===== src/rtl/counter_drv_pkg.sv =====
// Shared types for the up/down counter sequence driver.
//   op_e    : command opcodes carried on cmd_op
//   state_e : driver FSM states
package counter_drv_pkg;

  typedef enum logic [1:0] {
    OP_LOAD    = 2'd0,
    OP_STEP_UP = 2'd1,
    OP_STEP_DN = 2'd2,
    OP_SEEK    = 2'd3
  } op_e;

  typedef enum logic [1:0] {
    ST_IDLE = 2'd0,
    ST_LOAD = 2'd1,
    ST_STEP = 2'd2,
    ST_SEEK = 2'd3
  } state_e;

endpackage


===== src/rtl/counter_seq_drv.sv =====
// Command-driven controller for a free-running up/down counter.
// Accepts LOAD / STEP_UP / STEP_DN / SEEK over a valid/ready handshake and
// drives the counter's load, load_en and down inputs. Whenever the counter is
// not meant to move, it is frozen by reloading its own value (load=count).
// Ports:
//   clk, rst                  clock, async active-high reset
//   cmd_valid/cmd_ready       command handshake
//   cmd_op, cmd_val           opcode and operand (load value / steps / target)
//   cmd_abort                 stop a running STEP or SEEK without done
//   count, rollover           observed counter value and all-ones flag
//   load, load_en, down       counter control outputs
//   busy, done                command in progress / one-cycle completion
//   wrap_cnt                  max-value passes during current/last command
module counter_seq_drv
  import counter_drv_pkg::*;
#(
  parameter int unsigned WIDTH = 4,
  parameter int unsigned WRAPW = 8
) (
  input  logic             clk,
  input  logic             rst,
  input  logic             cmd_valid,
  output logic             cmd_ready,
  input  logic [1:0]       cmd_op,
  input  logic [WIDTH-1:0] cmd_val,
  input  logic             cmd_abort,
  input  logic [WIDTH-1:0] count,
  input  logic             rollover,
  output logic [WIDTH-1:0] load,
  output logic             load_en,
  output logic             down,
  output logic             busy,
  output logic             done,
  output logic [WRAPW-1:0] wrap_cnt
);

  state_e           state_q, state_d;
  // val_q holds the load value, the remaining step count, or the seek target
  logic [WIDTH-1:0] val_q, val_d;
  logic             dir_q, dir_d;
  logic [WRAPW-1:0] wrap_q, wrap_d;
  logic             done_q, done_d;
  op_e              op;

  assign op = op_e'(cmd_op);

  always_ff @(posedge clk or posedge rst) begin
    if (rst) begin
      state_q <= ST_IDLE;
      val_q   <= '0;
      dir_q   <= 1'b0;
      wrap_q  <= '0;
      done_q  <= 1'b0;
    end else begin
      state_q <= state_d;
      val_q   <= val_d;
      dir_q   <= dir_d;
      wrap_q  <= wrap_d;
      done_q  <= done_d;
    end
  end

  always_comb begin
    state_d   = state_q;
    val_d     = val_q;
    dir_d     = dir_q;
    wrap_d    = wrap_q;
    done_d    = 1'b0;
    load      = count;
    load_en   = 1'b1;
    down      = 1'b0;
    cmd_ready = 1'b0;
    busy      = 1'b1;

    unique case (state_q)
      ST_IDLE: begin
        cmd_ready = 1'b1;
        busy      = 1'b0;
        if (cmd_valid) begin
          wrap_d = '0;
          val_d  = cmd_val;
          unique case (op)
            OP_LOAD: begin
              dir_d   = 1'b0;
              state_d = ST_LOAD;
            end
            OP_STEP_UP, OP_STEP_DN: begin
              dir_d = (op == OP_STEP_DN);
              // Zero-length step completes without ever leaving IDLE
              if (cmd_val == '0) done_d = 1'b1;
              else               state_d = ST_STEP;
            end
            OP_SEEK: begin
              dir_d   = (cmd_val < count);
              state_d = ST_SEEK;
            end
            default: ;
          endcase
        end
      end

      ST_LOAD: begin
        load    = val_q;
        state_d = ST_IDLE;
        done_d  = 1'b1;
      end

      ST_STEP: begin
        if (cmd_abort) begin
          state_d = ST_IDLE;
        end else begin
          load_en = 1'b0;
          down    = dir_q;
          val_d   = val_q - WIDTH'(1);
          if (rollover && (wrap_q != '1)) wrap_d = wrap_q + WRAPW'(1);
          if (val_q == WIDTH'(1)) begin
            state_d = ST_IDLE;
            done_d  = 1'b1;
          end
        end
      end

      ST_SEEK: begin
        if (cmd_abort) begin
          state_d = ST_IDLE;
        end else if (count == val_q) begin
          state_d = ST_IDLE;
          done_d  = 1'b1;
        end else begin
          load_en = 1'b0;
          down    = dir_q;
          if (rollover && (wrap_q != '1)) wrap_d = wrap_q + WRAPW'(1);
        end
      end

      default: state_d = ST_IDLE;
    endcase
  end

  assign done     = done_q;
  assign wrap_cnt = wrap_q;

endmodule


===== config.mk =====
export PLATFORM = sky130hd
export DESIGN_NAME = counter_seq_drv
export DESIGN_NICKNAME = d
export VERILOG_FILES = /design/src/rtl/counter_drv_pkg.sv /design/src/rtl/counter_seq_drv.sv
export SDC_FILE = /design/constraint.sdc
export NUM_CORES = 1
export LEC_CHECK = 0
export BUFFER_PORTS_ARGS = -buffer_cell sky130_fd_sc_hd__buf_2
export CORE_MARGIN = 8
export CORE_UTILIZATION = 52
export DETAILED_ROUTE_END_ITERATION = 10
export PLACE_DENSITY = 0.91
export SYNTH_ARGS = -nofsm -noshare
export SYNTH_HDL_FRONTEND = slang
export SYNTH_SLANG_ARGS = --single-unit

===== constraint.sdc =====
create_clock -name clk -period 2.06 [get_ports clk]
set_input_delay 0.206 -clock clk [delete_from_list [all_inputs] [get_ports clk]]
set_output_delay 0.206 -clock clk [all_outputs]
set_load 0.01 [all_outputs]

# Word-level counts from Yosys, hierarchy flattened
# Cells that the tools add are included.
dict set report word_totals {
  register_bits 16
  input_bits 15
  output_inout_bits 17
  elab_cells 71
}
dict set report op_classes {
  addsub 2
  magnitude_cmp 1
  n_eq_ne 16
  mux 36
  reduce_logical 11
}
# operator count
set ops {}
lappend ops {{$mux 8} 5}
lappend ops {{$pmux 8 s3} 1}
lappend ops {{$mux 1} 14}
lappend ops {{$mux 2} 6}
lappend ops {{$mux 4} 3}
lappend ops {{$ne 3x3->1 const B} 3}
lappend ops {{$add 8x1->8 const B} 1}
lappend ops {{$eq 2x2->1 const B} 4}
lappend ops {{$ne 2x2->1 const B} 4}
lappend ops {{$ne 8x8->1 const B} 1}
lappend ops {{$pmux 2 s4} 1}
lappend ops {{$pmux 4 s2} 1}
lappend ops {{$pmux 2 s3} 1}
lappend ops {{$reduce_and 5->1} 1}
lappend ops {{$eq 2x1->1 const B} 2}
lappend ops {{$eq 4x1->1 const B} 1}
lappend ops {{$eq 4x4->1} 1}
lappend ops {{$logic_not 2->1} 2}
lappend ops {{$logic_not 4->1} 1}
lappend ops {{$lt 4x4->1} 1}
lappend ops {{$pmux 1 s2} 2}
lappend ops {{$pmux 1 s4} 1}
lappend ops {{$reduce_and 4->1} 1}
lappend ops {{$sub 4x1->4 const B} 1}
lappend ops {{7 further kinds} 7}

# Longest topological paths before layout
# Gate-level depths: netlist (run 1).
dict set report logic_depth {
  depth_word 6
  ltp_mapped 7
  mapped_depth_nobuf 6
}

# Least setup slack after synthesis (run 1)
# No wires, ideal clock.
dict set report synth_timing {
  path_type {reg-to-reg}
  startpoint {register wrap_q[0] (netlist: wrap_cnt[0])}
  endpoint {register wrap_q[0] (netlist: wrap_cnt[0])}
  setup_time_ps 69
  t_arrival_ps 1874
  t_required_ps 1991
  setup_slack_ps 117
  stages_incl_launch_ff 8
  path_buffers 1
  period_less_slack_ps 1943
  path_cell_list {dfrtp_1 > ha_1 > and4_4 > a41oi_4 > nor2_2 > buf_6 > or4b_1 > nand3_1}
}
dict set report synth_via {
  elab_chain_len 6
  elab_cells_between_ends 8
  classes_between {add/sub (1); eq/ne (1); mux (5); reduce/logical (1)}
}
# item line
set synth_rtl {}
lappend synth_rtl {{start, declared} counter_seq_drv.sv:41} ;# logic [WRAPW-1:0] wrap_q, wrap_d;
lappend synth_rtl {{start signal, assigned} counter_seq_drv.sv:58} ;# wrap_q <= wrap_d;
lappend synth_rtl {{parallel branches: the longest is 2 deep, another holds $add 8x1->8} -}
lappend synth_rtl {{$mux 8 *} {counter_seq_drv.sv:115, counter_seq_drv.sv:132}}
lappend synth_rtl {{$mux 8} counter_seq_drv.sv:126} ;# end else if (count == val_q) begin
lappend synth_rtl {{$mux 8} counter_seq_drv.sv:124} ;# if (cmd_abort) begin
lappend synth_rtl {{$pmux 8 s3 *} counter_seq_drv.sv:75} ;# unique case (state_q)
# Mark *: on every way between the ends. The select of a mux whose other input is x is not followed.
# A chain may end at the register's enable or synchronous reset.

# Worst setup path in the final report (run 1)
dict set report layout_timing {
  startpoint {register wrap_q[1] (netlist: wrap_cnt[1])}
  endpoint {register wrap_q[4] (netlist: wrap_cnt[4])}
}
# The elaborated chain is that of the path after synthesis.

==> results of run 1 <==
## per-stage QoR
step / hold slack [ps] / cells / area (um2)
2_1_floorplan: 120 / 145 / 1230
3_3_place_gp: 309 / 204 / 1400
3_5_place_dp: 319 / 204 / 1400
4_1_cts: 10.7 / 207 / 1430
5_1_grt: 43.3 / 208 / 1430
6_report: -8.85 / 208 / 1430
## metal layers
layer | GRT usage | vias up | part of all wire
li1 | - | 586 | -
met5 | 0 | - | 0
met1 | 0.167 | 565 | 0.44
met3 | 0.0378 | 4 | 0.062
met4 | 0.0545 | 0 | 0.010
met2 | 0.261 | 33 | 0.49
## sequential cells by signal, indices dropped and copies added (netlist names)
signal and flops:
wrap_cnt 8, done 1, dir_q 1, state_q 2, val_q 4
## synth_stat cells, types with 3 or more instances
library cell | n | area [um2]
nand2_1 | 20 | 75.1
dfrtp_1 | 16 | 400
inv_1 | 13 | 48.8
nand3_1 | 11 | 55.1
nor2_1 | 10 | 37.5
a21oi_1 | 8 | 40.0
ha_1 | 8 | 100
nand2b_1 | 8 | 50.1
o211ai_1 | 6 | 45.0
o21ai_0 | 6 | 30.0
xnor2_1 | 4 | 35.0
a22o_1 | 3 | 26.3
buf_6 | 3 | 33.8
or4_1 | 3 | 22.5
## critical path: stages (launching register included)
cell and delay, ps:
dfrtp_1 430, ha_1 240, and4_4 210, a41oi_4 250
nor2_2 140, or4_1 530, nand3_1 100
## layout by cell type, fill, tap and decap left out, types with 3 or more instances in the layout
master / count
o21ai_0: 6
a22o_1: 3
nand2b_1: 8
or4_1: 3
xnor2_1: 4
a21oi_1: 8
dfrtp_1: 16
o211ai_1: 6
buf_4: 5
nand3_1: 11
nor2_1: 10
clkbuf_4: 3
nand2_1: 20
buf_2: 31
inv_1: 13
ha_1: 8
## timing repair
action	in CTS	in global routing
resized for setup	0	0
setup endpoints to repair	0	1
buffers inserted	0	1
## power by group through the flow
| stage | registers [mW] | clock network [mW] | logic [mW] |
|---|---|---|---|
| detailed placement | 0.501 | 0 | 0.601 |
| floorplan | 0.484 | 0 | 0.446 |
| finish | 0.497 | 0.156 | 0.606 |
| global placement | 0.495 | 0 | 0.576 |
| global route | 0.509 | 0.176 | 0.686 |
| CTS | 0.497 | 0.162 | 0.601 |
## final timing paths
check,startpoint,depth (start not counted),slack [ps],endpoint
worst max-delay path,wrap_cnt[1]$_DFFE_PP0P_,6,100,wrap_cnt[4]$_DFFE_PP0P_
worst max register to register,wrap_cnt[1]$_DFFE_PP0P_,6,100,wrap_cnt[4]$_DFFE_PP0P_
min in group clk,cmd_op[1],3,260,dir_q$_DFFE_PP0P_
worst min register to register,dir_q$_DFFE_PP0P_,2,550,dir_q$_DFFE_PP0P_
worst min-delay path,rst,2,-9,wrap_cnt[4]$_DFFE_PP0P_
max in group asynchronous,rst,2,1670,val_q[3]$_DFFE_PP0P_
## cell type report
type,instances,area [um2],area share
inverter,13,48.8,0.0341
sequential,16,400,0.279
clock buffer,3,22.5,0.0157
timing repair buffer,36,193,0.134
tap,28,35.0,0.0245
multi-input combinational,112,733,0.512
## logic make-up after synthesis
family,synth area share
AOI/OAI and AO/OA,0.194
DFF,0.326
and+or+nand+nor,0.274
buffers and inverters,0.0783
xor gates and xnor gates,0.0285
adders and majority gates,0.0814
muxes,0.0183
==> results.sh, run 1 <==
export IMPL_io_pins=32
export IMPL_synth_edff_count=0
export IMPL_area_delta_synth_final_pct=16.5
export IMPL_switching_share=0.419
export IMPL_drv_slew=0
export IMPL_critPathArrivalTime_ps=2170
export IMPL_grt_pass1_vias=1270
export IMPL_core_um2=2230
export IMPL_ys_flop_type="dfrtp_1"
export IMPL_layout_drive_gt1_share=0.261
export IMPL_pwr_share_comb=0.481
export IMPL_route_vias_total=1188
export IMPL_grt_pass1_wl_um=5180
export IMPL_post_route_util=0.641
export IMPL_async_flop_share=1.00
export IMPL_syn_nets=168
export IMPL_n_antenna_cell=0
export IMPL_antenna_found_initial=0
export IMPL_rows=17
export IMPL_routed_wl_um=2950
export IMPL_slew_headroom=0.588
export IMPL_clock_sinks=16
export IMPL_cts_root_buf="clkbuf_4"
export IMPL_synth_cells=145
export IMPL_yosys_register_bits=16
export IMPL_seq_area_frac_synth=0.326
export IMPL_synth_warnings=0
export IMPL_max_cap_violations=0
export IMPL_finalHoldWorstSlack_ps=-8.85
export IMPL_ir_drop_mv=0.498
export IMPL_outcome="finished, violations left"
export IMPL_required_ps=2280
export IMPL_die_h_um=64.6
export IMPL_io_buffers=31
export IMPL_sequentialPowerShare=0.395
export IMPL_fp_dieArea_um2=4180
export IMPL_h_tree_depth=1
export IMPL_fin_crit_ps=1960
export IMPL_power_per_cell_area_nw_per_um2=878
export IMPL_final_nets=205
export IMPL_finalSetupViolations=0
export IMPL_gp_congestion=0.837
export IMPL_vias_per_cell=5.71
export IMPL_start_util=0.551
export IMPL_setup_tns_ps=0
export IMPL_drt_first_pass_iters=4
export IMPL_syn_area_um2=1230
export IMPL_rsz0062_at_grt="no"
export IMPL_critical_path_class="flip-flop to flip-flop"
export IMPL_critPathLaunchType="flip-flop"
export IMPL_clkSlewWorstSetupHoldPaths_ps=90
export IMPL_fin_ws_ps=102
export IMPL_dp_worst_setup_slack_ps=126
export IMPL_wire_per_inst_um=14.2
export IMPL_grt_max_degree=18
export IMPL_drc=0
export IMPL_clock_power_share=0.124
export IMPL_n_fill_cell=205
export IMPL_period_share=0.950
export IMPL_postRouteAntennaNets=0
export IMPL_clock_path_buffers=2
export IMPL_syn_area_per_cell_um2=8.48
export IMPL_power_mw=1.26
export IMPL_hp_class="input port to async pin"
export IMPL_finalHoldViolCount=16
export IMPL_drt_initial_drc_count=90
export IMPL_tightest_slew_ps=617
export IMPL_cts_hold_buf=0
export IMPL_clkLatencyLatePin_ps=270
export IMPL_p_int_uw=731
export IMPL_cts_tree="yes"
export IMPL_grt_total_usage=0.148
export IMPL_fin_skew_ps=6.25
export IMPL_post_dp_hpwl_um=2400
export IMPL_switchingPower_uw=527
export IMPL_die_w_um=64.6
export IMPL_p_leak_nw=0.694
export IMPL_grt_overflow=0
export IMPL_path_max_fanout=11
export IMPL_violations="hold timing"
export IMPL_endpoint_kind="flip-flop"
export IMPL_synth_cell_type_count=34
export IMPL_fmax_ghz=0.511
export IMPL_numCtsBuffers=3
(Power assumes the default switching activity.)
==> inputs of run 2 (changes only) <==
clock period = 2.2 ns   (was 2.06 ns; I/O delays follow)
==> run 2 against run 1 <==
  * The run now ends clean
  * Critical path depth is the same
  * Hold slack gained 10 ps
  * Total power shrank 7.5%
  * Sequential power shrank 4%
==> results.sh, run 2 (synthesis gave the netlist of run 1 again) <==
export IMPL_top_layer="met4"
export IMPL_route_vias_total=1174
export IMPL_dp_worst_setup_slack_ps=199
export IMPL_core_um2=2230
export IMPL_p_leak_nw=0.678
export IMPL_setup_tns_ps=0
export IMPL_endpoint_kind="flip-flop"
export IMPL_reg2reg_slack_ps=160
export IMPL_cts_tree="yes"
export IMPL_tightest_slew_ps=616
export IMPL_grt_overflow=0
export IMPL_hp_class="input port to async pin"
export IMPL_reg2reg_to="wrap_cnt[4]$_DFFE_PP0P_"
export IMPL_sequentialPowerShare=0.411
export IMPL_clkLatencyLatePin_ps=280
export IMPL_reg2regPathDepth=6
export IMPL_wire_per_inst_um=15.2
export IMPL_clkSlewWorstSetupHoldPaths_ps=90
export IMPL_p_int_uw=661
export IMPL_postRouteAntennaNets=0
export IMPL_die_w_um=64.6
export IMPL_fmax_ghz=0.491
export IMPL_final_nets=202
export IMPL_path_max_fanout=11
export IMPL_final_cell_mix="buf_2 (31), nand2_1 (20), dfrtp_1 (16)"
export IMPL_n_fill_cell=215
export IMPL_fin_ws_ps=164
export IMPL_vias_per_cell=5.73
export IMPL_grt_max_degree=18
export IMPL_post_cts_resized=0
export IMPL_max_cap_violations=0
export IMPL_switching_share=0.432
export IMPL_pwr_share_comb=0.461
export IMPL_final_common_cell="buf_2"
export IMPL_outcome="completed"
export IMPL_rsz0062_at_grt="no"
export IMPL_post_dp_hpwl_um=2420
export IMPL_clock_path_buffers=2
export IMPL_ir_drop_mv=0.539
export IMPL_finalSetupViolations=0
export IMPL_fp_dieArea_um2=4180
export IMPL_fin_skew_ps=3.08
export IMPL_die_h_um=64.6
export IMPL_power_per_cell_area_nw_per_um2=825
export IMPL_rows=17
export IMPL_drt_first_pass_iters=4
export IMPL_fin_crit_ps=2040
export IMPL_area_delta_synth_final_pct=14.6
export IMPL_critical_path_class="flip-flop to flip-flop"
export IMPL_h_tree_depth=1
export IMPL_cts_hold_buf=0
export IMPL_switchingPower_uw=503
export IMPL_required_ps=2420
export IMPL_drt_initial_drc_count=92
export IMPL_clock_power_share=0.128
export IMPL_start_util=0.551
export IMPL_critPathLaunchType="flip-flop"
export IMPL_clock_sinks=16
export IMPL_gp_congestion=0.841
export IMPL_drv_slew=0
export IMPL_cts_root_buf="clkbuf_4"
export IMPL_power_mw=1.16
export IMPL_largest_register_ff_count=8
export IMPL_grt_total_usage=0.157
export IMPL_drc=0
export IMPL_numCtsBuffers=3
export IMPL_slew_headroom=0.589
export IMPL_post_cts_buffers=0
export IMPL_io_pins=32
export IMPL_n_antenna_cell=0
export IMPL_grt_pass1_wl_um=5490
export IMPL_routed_wl_met2_um=1550
export IMPL_worstReg2RegStart="wrap_cnt[0]$_DFFE_PP0P_"
export IMPL_wl_met3_um=210
export IMPL_grt_pass1_vias=1275
export IMPL_wl_met1_um=1330
export IMPL_layout_drive_gt1_share=0.249
export IMPL_finalHoldViolCount=0
export IMPL_routed_wl_um=3110
export IMPL_period_share=0.926
export IMPL_critPathArrivalTime_ps=2260
export IMPL_io_buffers=31
export IMPL_antenna_found_initial=0
[run 2: worst max path at each step]
stage / start / end / slack (ps) / cells after the start
CTS: wrap_cnt[0]$_DFFE_PP0P_ / wrap_cnt[4]$_DFFE_PP0P_ / 180 / 6
floorplan: wrap_cnt[0]$_DFFE_PP0P_ / wrap_cnt[0]$_DFFE_PP0P_ / 260 / 7
finish: wrap_cnt[0]$_DFFE_PP0P_ / wrap_cnt[4]$_DFFE_PP0P_ / 160 / 6
global placement: wrap_cnt[0]$_DFFE_PP0P_ / wrap_cnt[4]$_DFFE_PP0P_ / 290 / 6
detailed placement: wrap_cnt[0]$_DFFE_PP0P_ / wrap_cnt[4]$_DFFE_PP0P_ / 200 / 6
global route: wrap_cnt[0]$_DFFE_PP0P_ / wrap_cnt[4]$_DFFE_PP0P_ / 70 / 6
[run 2: area by class of cell]
class	count	area [um2]	share of cell area
clock buffer	3	22.5	0.0160
timing repair buffer	33	170	0.121
tap	28	35.0	0.0248
inverter	13	48.8	0.0346
sequential	16	400	0.284
multi-input combinational	112	733	0.520
[run 2: per-stage QoR]
stage / utilization / cells / hold WS [ps] / area, um2
floorplan: - / 145 / 134 / 1230
global placement: 0.621 / 202 / 320 / 1390
detailed placement: 0.621 / 202 / 327 / 1390
CTS: 0.631 / 205 / 13.6 / 1410
global route: 0.631 / 205 / 50.7 / 1410
finish: 0.631 / 205 / 1.19 / 1410
[run 2: power by group through the flow]
| stage | clock [mW] | combinational (mW) | sequential (mW) |
|---|---|---|---|
| 4_1_cts | 0.157 | 0.536 | 0.475 |
| 5_1_grt | 0.169 | 0.602 | 0.494 |
| 3_5_place_dp | 0 | 0.536 | 0.478 |
| 6_report | 0.149 | 0.536 | 0.478 |
| 2_1_floorplan | 0 | 0.417 | 0.453 |
| 3_3_place_gp | 0 | 0.509 | 0.472 |
[run 2: routing by layer]
metal,vias to the layer above,global-route usage
li1,578,-
met1,544,0.183
met2,48,0.276
met3,4,0.0361
met4,0,0.0518
met5,-,0
[run 2: worst max-delay path: stages (launching register included)]
cell	delay (ps)
dfrtp_1	460
ha_1	280
and4_4	220
a41oi_4	260
nor2_2	140
or4_1	510
nand3_1	90
